### config.mk
export PLATFORM = sky130hd
export DESIGN_NAME = wb_regfile
export DESIGN_NICKNAME = d
export VERILOG_FILES = /design/src/rtl/wb_regfile.sv
export SDC_FILE = /design/constraint.sdc
export NUM_CORES = 2
export LEC_CHECK = 0
export CAP_MARGIN = 25
export CORE_MARGIN = 2
export CORE_UTILIZATION = 45
export CTS_CLUSTER_SIZE = 28
export DETAILED_ROUTE_END_ITERATION = 8
export DONT_BUFFER_PORTS = 1
export PLACE_DENSITY = 0.6
export RECOVER_POWER = 25
export SYNTH_ARGS = -nofsm -noshare
export SYNTH_HDL_FRONTEND = slang
export SYNTH_SLANG_ARGS = --single-unit
### constraint.sdc
create_clock -name clk -period 3.65 [get_ports clk]
set_input_delay 0.73 -clock clk [delete_from_list [all_inputs] [get_ports clk]]
set_output_delay 0.73 -clock clk [all_outputs]
set_load 0.02 [all_outputs]
### src/rtl/wb_regfile.sv
`default_nettype none
// ============================================================================
// wb_regfile : RV32I writeback stage + 32x32 register file with WB->ID bypass
// Revision   : 1.0
// ============================================================================
module wb_regfile #(
   parameter int XLEN = 32,
   parameter int NREG = 32
) (
   input  logic            clk,
   input  logic            rst,
   input  logic            reg_wr_W,
   input  logic [1:0]      sel_wb_W,
   input  logic [XLEN-1:0] alu_o_W,
   input  logic [XLEN-1:0] rd_data_W,
   input  logic [XLEN-1:0] PC4_W,
   input  logic [4:0]      rd_W,
   input  logic [4:0]      rs1_D,
   input  logic [4:0]      rs2_D,
   output logic [XLEN-1:0] rs1_data_D,
   output logic [XLEN-1:0] rs2_data_D,
   input  logic [4:0]      dbg_addr,
   output logic [XLEN-1:0] dbg_data,
   output logic [XLEN-1:0] wb_data,
   output logic [31:0]     wb_count,
   output logic            illegal_wb
);

   localparam logic [1:0] SEL_ALU  = 2'b00;
   localparam logic [1:0] SEL_LOAD = 2'b01;
   localparam logic [1:0] SEL_PC4  = 2'b10;
   localparam logic [1:0] SEL_RSVD = 2'b11;

   logic [XLEN-1:0] regs_q [NREG];
   logic [XLEN-1:0] regs_d [NREG];
   logic [31:0]     wb_count_q, wb_count_d;
   logic            illegal_q, illegal_d;
   logic            we;

   always_comb begin
      case (sel_wb_W)
         SEL_ALU:  wb_data = alu_o_W;
         SEL_LOAD: wb_data = rd_data_W;
         SEL_PC4:  wb_data = PC4_W;
         default:  wb_data = '0;
      endcase
   end

   assign we = reg_wr_W & (rd_W != 5'd0) & (sel_wb_W != SEL_RSVD);

   always_comb begin
      regs_d = regs_q;
      if (we) begin
         regs_d[rd_W] = wb_data;
      end
      regs_d[0]  = '0;
      wb_count_d = wb_count_q + {31'd0, we};
      illegal_d  = illegal_q | (reg_wr_W & (sel_wb_W == SEL_RSVD));
   end

   always_ff @(posedge clk or negedge rst) begin
      if (!rst) begin
         for (int i = 0; i < NREG; i++) begin
            regs_q[i] <= '0;
         end
         wb_count_q <= '0;
         illegal_q  <= 1'b0;
      end else begin
         regs_q     <= regs_d;
         wb_count_q <= wb_count_d;
         illegal_q  <= illegal_d;
      end
   end

   // x0 stays zero in the array, so only the bypass needs the rd_W != 0 guard (inside we)
   always_comb begin
      rs1_data_D = (we && (rs1_D == rd_W)) ? wb_data : regs_q[rs1_D];
      rs2_data_D = (we && (rs2_D == rd_W)) ? wb_data : regs_q[rs2_D];
      if (rs1_D == 5'd0) rs1_data_D = '0;
      if (rs2_D == 5'd0) rs2_data_D = '0;
   end

   assign dbg_data   = regs_q[dbg_addr];
   assign wb_count   = wb_count_q;
   assign illegal_wb = illegal_q;

endmodule
`default_nettype wire

==> summary.txt <==
CRITICAL PATH
-------------------------------------------------------------------------------------
Kind of start point of the critical path ...............................   input port
Maximum fanout along the worst path ....................................          321
Type of the worst setup path ...........................................       in2out
Data required time of the critical path ................................      2920 ps
Critical path endpoint category ........................................ primary output
WP data arrival ........................................................      3170 ps

POWER AND IR DROP
-------------------------------------------------------------------------------------
Fraction of power consumed by the clock network ........................        31.9%
Switch Pwr .............................................................     0.0115 W
Power per cell area ....................................................  543 mW/mm^2
Maximum vdd ir drop ....................................................   0.000396 V
Post-layout total power ................................................     0.0371 W
Reg power frac .........................................................        43.1%
Fraction of power spent switching nets .................................        31.0%
Internal power consumption .............................................     0.0256 W
Share of power burned in combinational logic ...........................        25.0%
Leakage power summed over all cells ....................................      28.3 nW

ROUTING
-------------------------------------------------------------------------------------
Avg WL per Cell ........................................................ 31.8 microns
Ratio of routed vias to standard cells .................................         6.72
Post-detailed-routing wire length ......................................       234 mm
Total number of vias ...................................................        49400
DRC marker count from the first detailed-route iteration ...............         6409
Residual antenna-violating net count after detailed routing ............            0
Post-route DRC .........................................................            0
Number of optimization iterations in the first detailed-route pass .....            6

CLOCK NETWORK
-------------------------------------------------------------------------------------
Buffers inserted by post-CTS timing repair .............................            0
CTS Sinks ..............................................................         1025
Clock transition at the registers of the reported paths ................        60 ps
CTS root buf ........................................................... sky130_fd_sc_hd__clkbuf_16
TritonCTS clock tree ...................................................         done
Max Buffers Root-to-Sink ...............................................            3
Source-to-sink clock delay at the later pin of the worst-skew pair .....       750 ps
CTS HTree Levels .......................................................            3
Total CTS buffers ......................................................          114

PLACED DESIGN
-------------------------------------------------------------------------------------
Dpl hpwl ...............................................................       128 mm
Placed cell areas ...................................................... 0.0647 sq mm
Number of I/O port buffers .............................................            0
GP Congestion ..........................................................        0.844

OUTCOME
-------------------------------------------------------------------------------------
Violations in the final reports ........................................ max-capacitance violations, max-slew violations, negative setup slack
Run status ............................................................. finished with violations

JOB
-------------------------------------------------------------------------------------
Number of max-cap violations ...........................................            8

SYNTHESIS
-------------------------------------------------------------------------------------
Dominant combinational cell family by area after synthesis ............. multiplexers
FFs w/ async S/R, synth ................................................         100%
Adder-Cell Fraction of Synth Area ......................................      0.0605%
Post-synthesis sequential area ratio ...................................        41.4%
Share of the synthesized netlist area taken by xor and xnor gates ......       0.565%
Warnings, synthesis ....................................................            0
Mapped cell area ....................................................... 0.0620 sq mm
Number of flops mapped to enable cells by yosys ........................            0
Main flop type after synthesis ......................................... sky130_fd_sc_hd__dfrtp_1
Compound-cell area share of the yosys netlist ..........................        13.8%
Post-synthesis simple-gate area fraction ...............................        9.74%
Post-synthesis sequential element count ................................         1025
Fraction of synthesized area in multiplexers ...........................        29.8%
Count of different cell masters after synthesis ........................           55
Avg Cell Area, Syn .....................................................   10.9 sq um
Net count of the mapped netlist ........................................         5824
Gate Count Post-Synth ..................................................         5700

TIMING
-------------------------------------------------------------------------------------
Final hold vios ........................................................            0
Remaining max-slew budget at the tightest pin ..........................       -52.6%
Number of failing setup endpoints in the final timing report ...........           18
Final period demand of the worst path ..................................      3900 ps
Setup TNS ..............................................................     -1980 ps
Final worst clock skew .................................................      33.2 ps
Least setup slack across all paths after layout ........................      -252 ps
Unrepaired setup endpoints after global routing ........................           no
Fin. max-slew vios .....................................................          374
Worst-Margin Slew ......................................................      2290 ps
Highest Clock Rate .....................................................      256 MHz
Final worst path period share ..........................................         107%

GLOBAL ROUTING
-------------------------------------------------------------------------------------
Largest net degree at the start of global routing ......................          349
Most congested layer reported by global routing ........................         met2
GRT Total Usage ........................................................        32.8%
Aggregate global routing overflow ......................................            0
Number of global-route vias before repair ..............................        47500
Global-route track usage on met1 .......................................        44.8%
Routing usage on met2 ..................................................        48.5%
Fraction of met3 tracks used by global routing .........................        10.0%
Initial antenna violation count ........................................            2
First-pass GRT wire length .............................................       336 mm

FINISH
-------------------------------------------------------------------------------------
Final standard cell area without fillers ............................... 0.0684 sq mm
Utilization after layout ...............................................        49.9%
FF/Latch Area .......................................................... 0.0256 sq mm
Most frequent standard cell in the layout excluding fill and tap cells . sky130_fd_sc_hd__dfrtp_1
Proportion of layout cells with a drive suffix above 1 .................        24.5%
Area of the multi-input gates .......................................... 0.0338 sq mm
Most frequent cells in the layout ...................................... sky130_fd_sc_hd__dfrtp_1, sky130_fd_sc_hd__nor2_1, sky130_fd_sc_hd__a21oi_1
Filler instances .......................................................        12200
Layout Area Growth over Synthesis ......................................        10.3%
Final net count ........................................................         5586

FLOORPLAN
-------------------------------------------------------------------------------------
Core region area .......................................................  0.137 sq mm
Width of the die .......................................................  375 microns
Count of pins on the block boundary ....................................          282
Initial Utilization ....................................................        45.2%
FP Rows ................................................................          136
Die Y-Extent ...........................................................  375 microns
Die area ...............................................................  0.141 sq mm

WORST HOLD PATH
-------------------------------------------------------------------------------------
Type of the most critical hold path ....................................     in2async

[routing by layer]
| metal | part of all wire (%) | vias to the layer above |
|---|---|---|
| met3 | 12 | 591 |
| li1 | - | 20800 |
| met5 | 0 | - |
| met4 | 4.8 | 0 |
| met1 | 39 | 25100 |
| met2 | 44 | 2911 |
[Yosys cell counts, drive strengths merged, types with 57 or more instances]
library cell	count	share of area [%]
buf	209	1.8
a21oi	621	5.0
mux2i	221	3.6
nor2b	76	0.77
a221oi	66	0.93
mux4	614	22
nor2	649	3.9
nor3	98	0.80
inv	64	0.39
o22ai	117	1.2
clkbuf	409	2.5
nand2	440	2.7
mux2	218	4.0
o21ai	420	3.4
a22oi	66	0.80
dfrtp	1025	41
a211oi	57	0.69
[state kept, by name, indices dropped and copies added (netlist names)]
| register | count |
|---|---|
| regs_q | 992 |
| illegal_wb | 1 |
| wb_count | 32 |
[final cells by class]
type | count | share of cell area [%]
multi-input combinational | 3993 | 49.4
clock inverter | 37 | 0.578
clock buffer | 174 | 5.00
inverter | 64 | 0.351
sequential | 1025 | 37.5
antenna | 1 | 0.00366
timing repair buffer | 264 | 3.90
tap | 1794 | 3.28
[worst paths after layout]
| check | slack, ps | start | cells past startpoint | endpoint |
|---|---|---|---|---|
| hold / removal | 70 | rst | 1 | regs_q[670]$_DFFE_PN0P_ |
| max in group asynchronous | 1300 | rst | 4 | regs_q[18]$_DFFE_PN0P_ |
| min in group clk | 140 | reg_wr_W | 1 | illegal_wb$_DFF_PN0_ |
| setup / recovery | -250 | rs1_D[0] | 7 | rs1_data_D[25] |
| hold reg to reg | 520 | regs_q[690]$_DFFE_PN0P_ | 2 | regs_q[690]$_DFFE_PN0P_ |
| setup reg to reg | 1410 | wb_count[2]$_DFF_PN0_ | 5 | wb_count[31]$_DFF_PN0_ |
[worst max-delay path: stages]
cell	delay, ps
sky130_fd_sc_hd__mux4_2	760
sky130_fd_sc_hd__mux2i_1	320
sky130_fd_sc_hd__o22ai_1	170
sky130_fd_sc_hd__nor4_1	340
sky130_fd_sc_hd__buf_4	200
sky130_fd_sc_hd__a211oi_1	40
sky130_fd_sc_hd__buf_4	180
[per-stage QoR]
| stage | instances | worst slack, ps | hold WS [ps] |
|---|---|---|---|
| final | 7352 | -252 | 68.0 |
| after global routing | 7352 | 23.3 | 138 |
| after CTS | 7349 | 42.9 | 98.1 |
| after detailed placement | 7137 | -21.1 | 435 |
| after global placement | 7135 | -2.80 | 435 |
| after floorplan | 5700 | 264 | 434 |
[power by group through the flow]
stage                     registers, W  logic, W  clock network, W
after detailed placement        0.0161   0.00917                 0
after CTS                       0.0159   0.00921            0.0120
final                           0.0160   0.00929            0.0119
after global placement          0.0159   0.00899                 0
after floorplan                 0.0154   0.00740                 0
after global routing            0.0163    0.0100            0.0124
[cell families after synthesis]
logic type               count (synthesis)
XOR/XNOR                                40
flip-flops                            1025
AND/OR/NAND/NOR                       1421
buffers and inverters                  682
multiplexers                          1053
AO/OA/AOI/OAI                         1476
adder cells (fa/ha/maj)                  3
[what timing repair did]
item / 4_1_cts / 5_1_grt
pin swaps: 0 / 0
gates resized for setup: 1 / 5
endpoints found under the setup margin: 1 / 4
endpoints found under the hold margin: 1 / 0
hold buffers: 1 / 0
No activity file was read; power rests on OpenSTA's default activity.
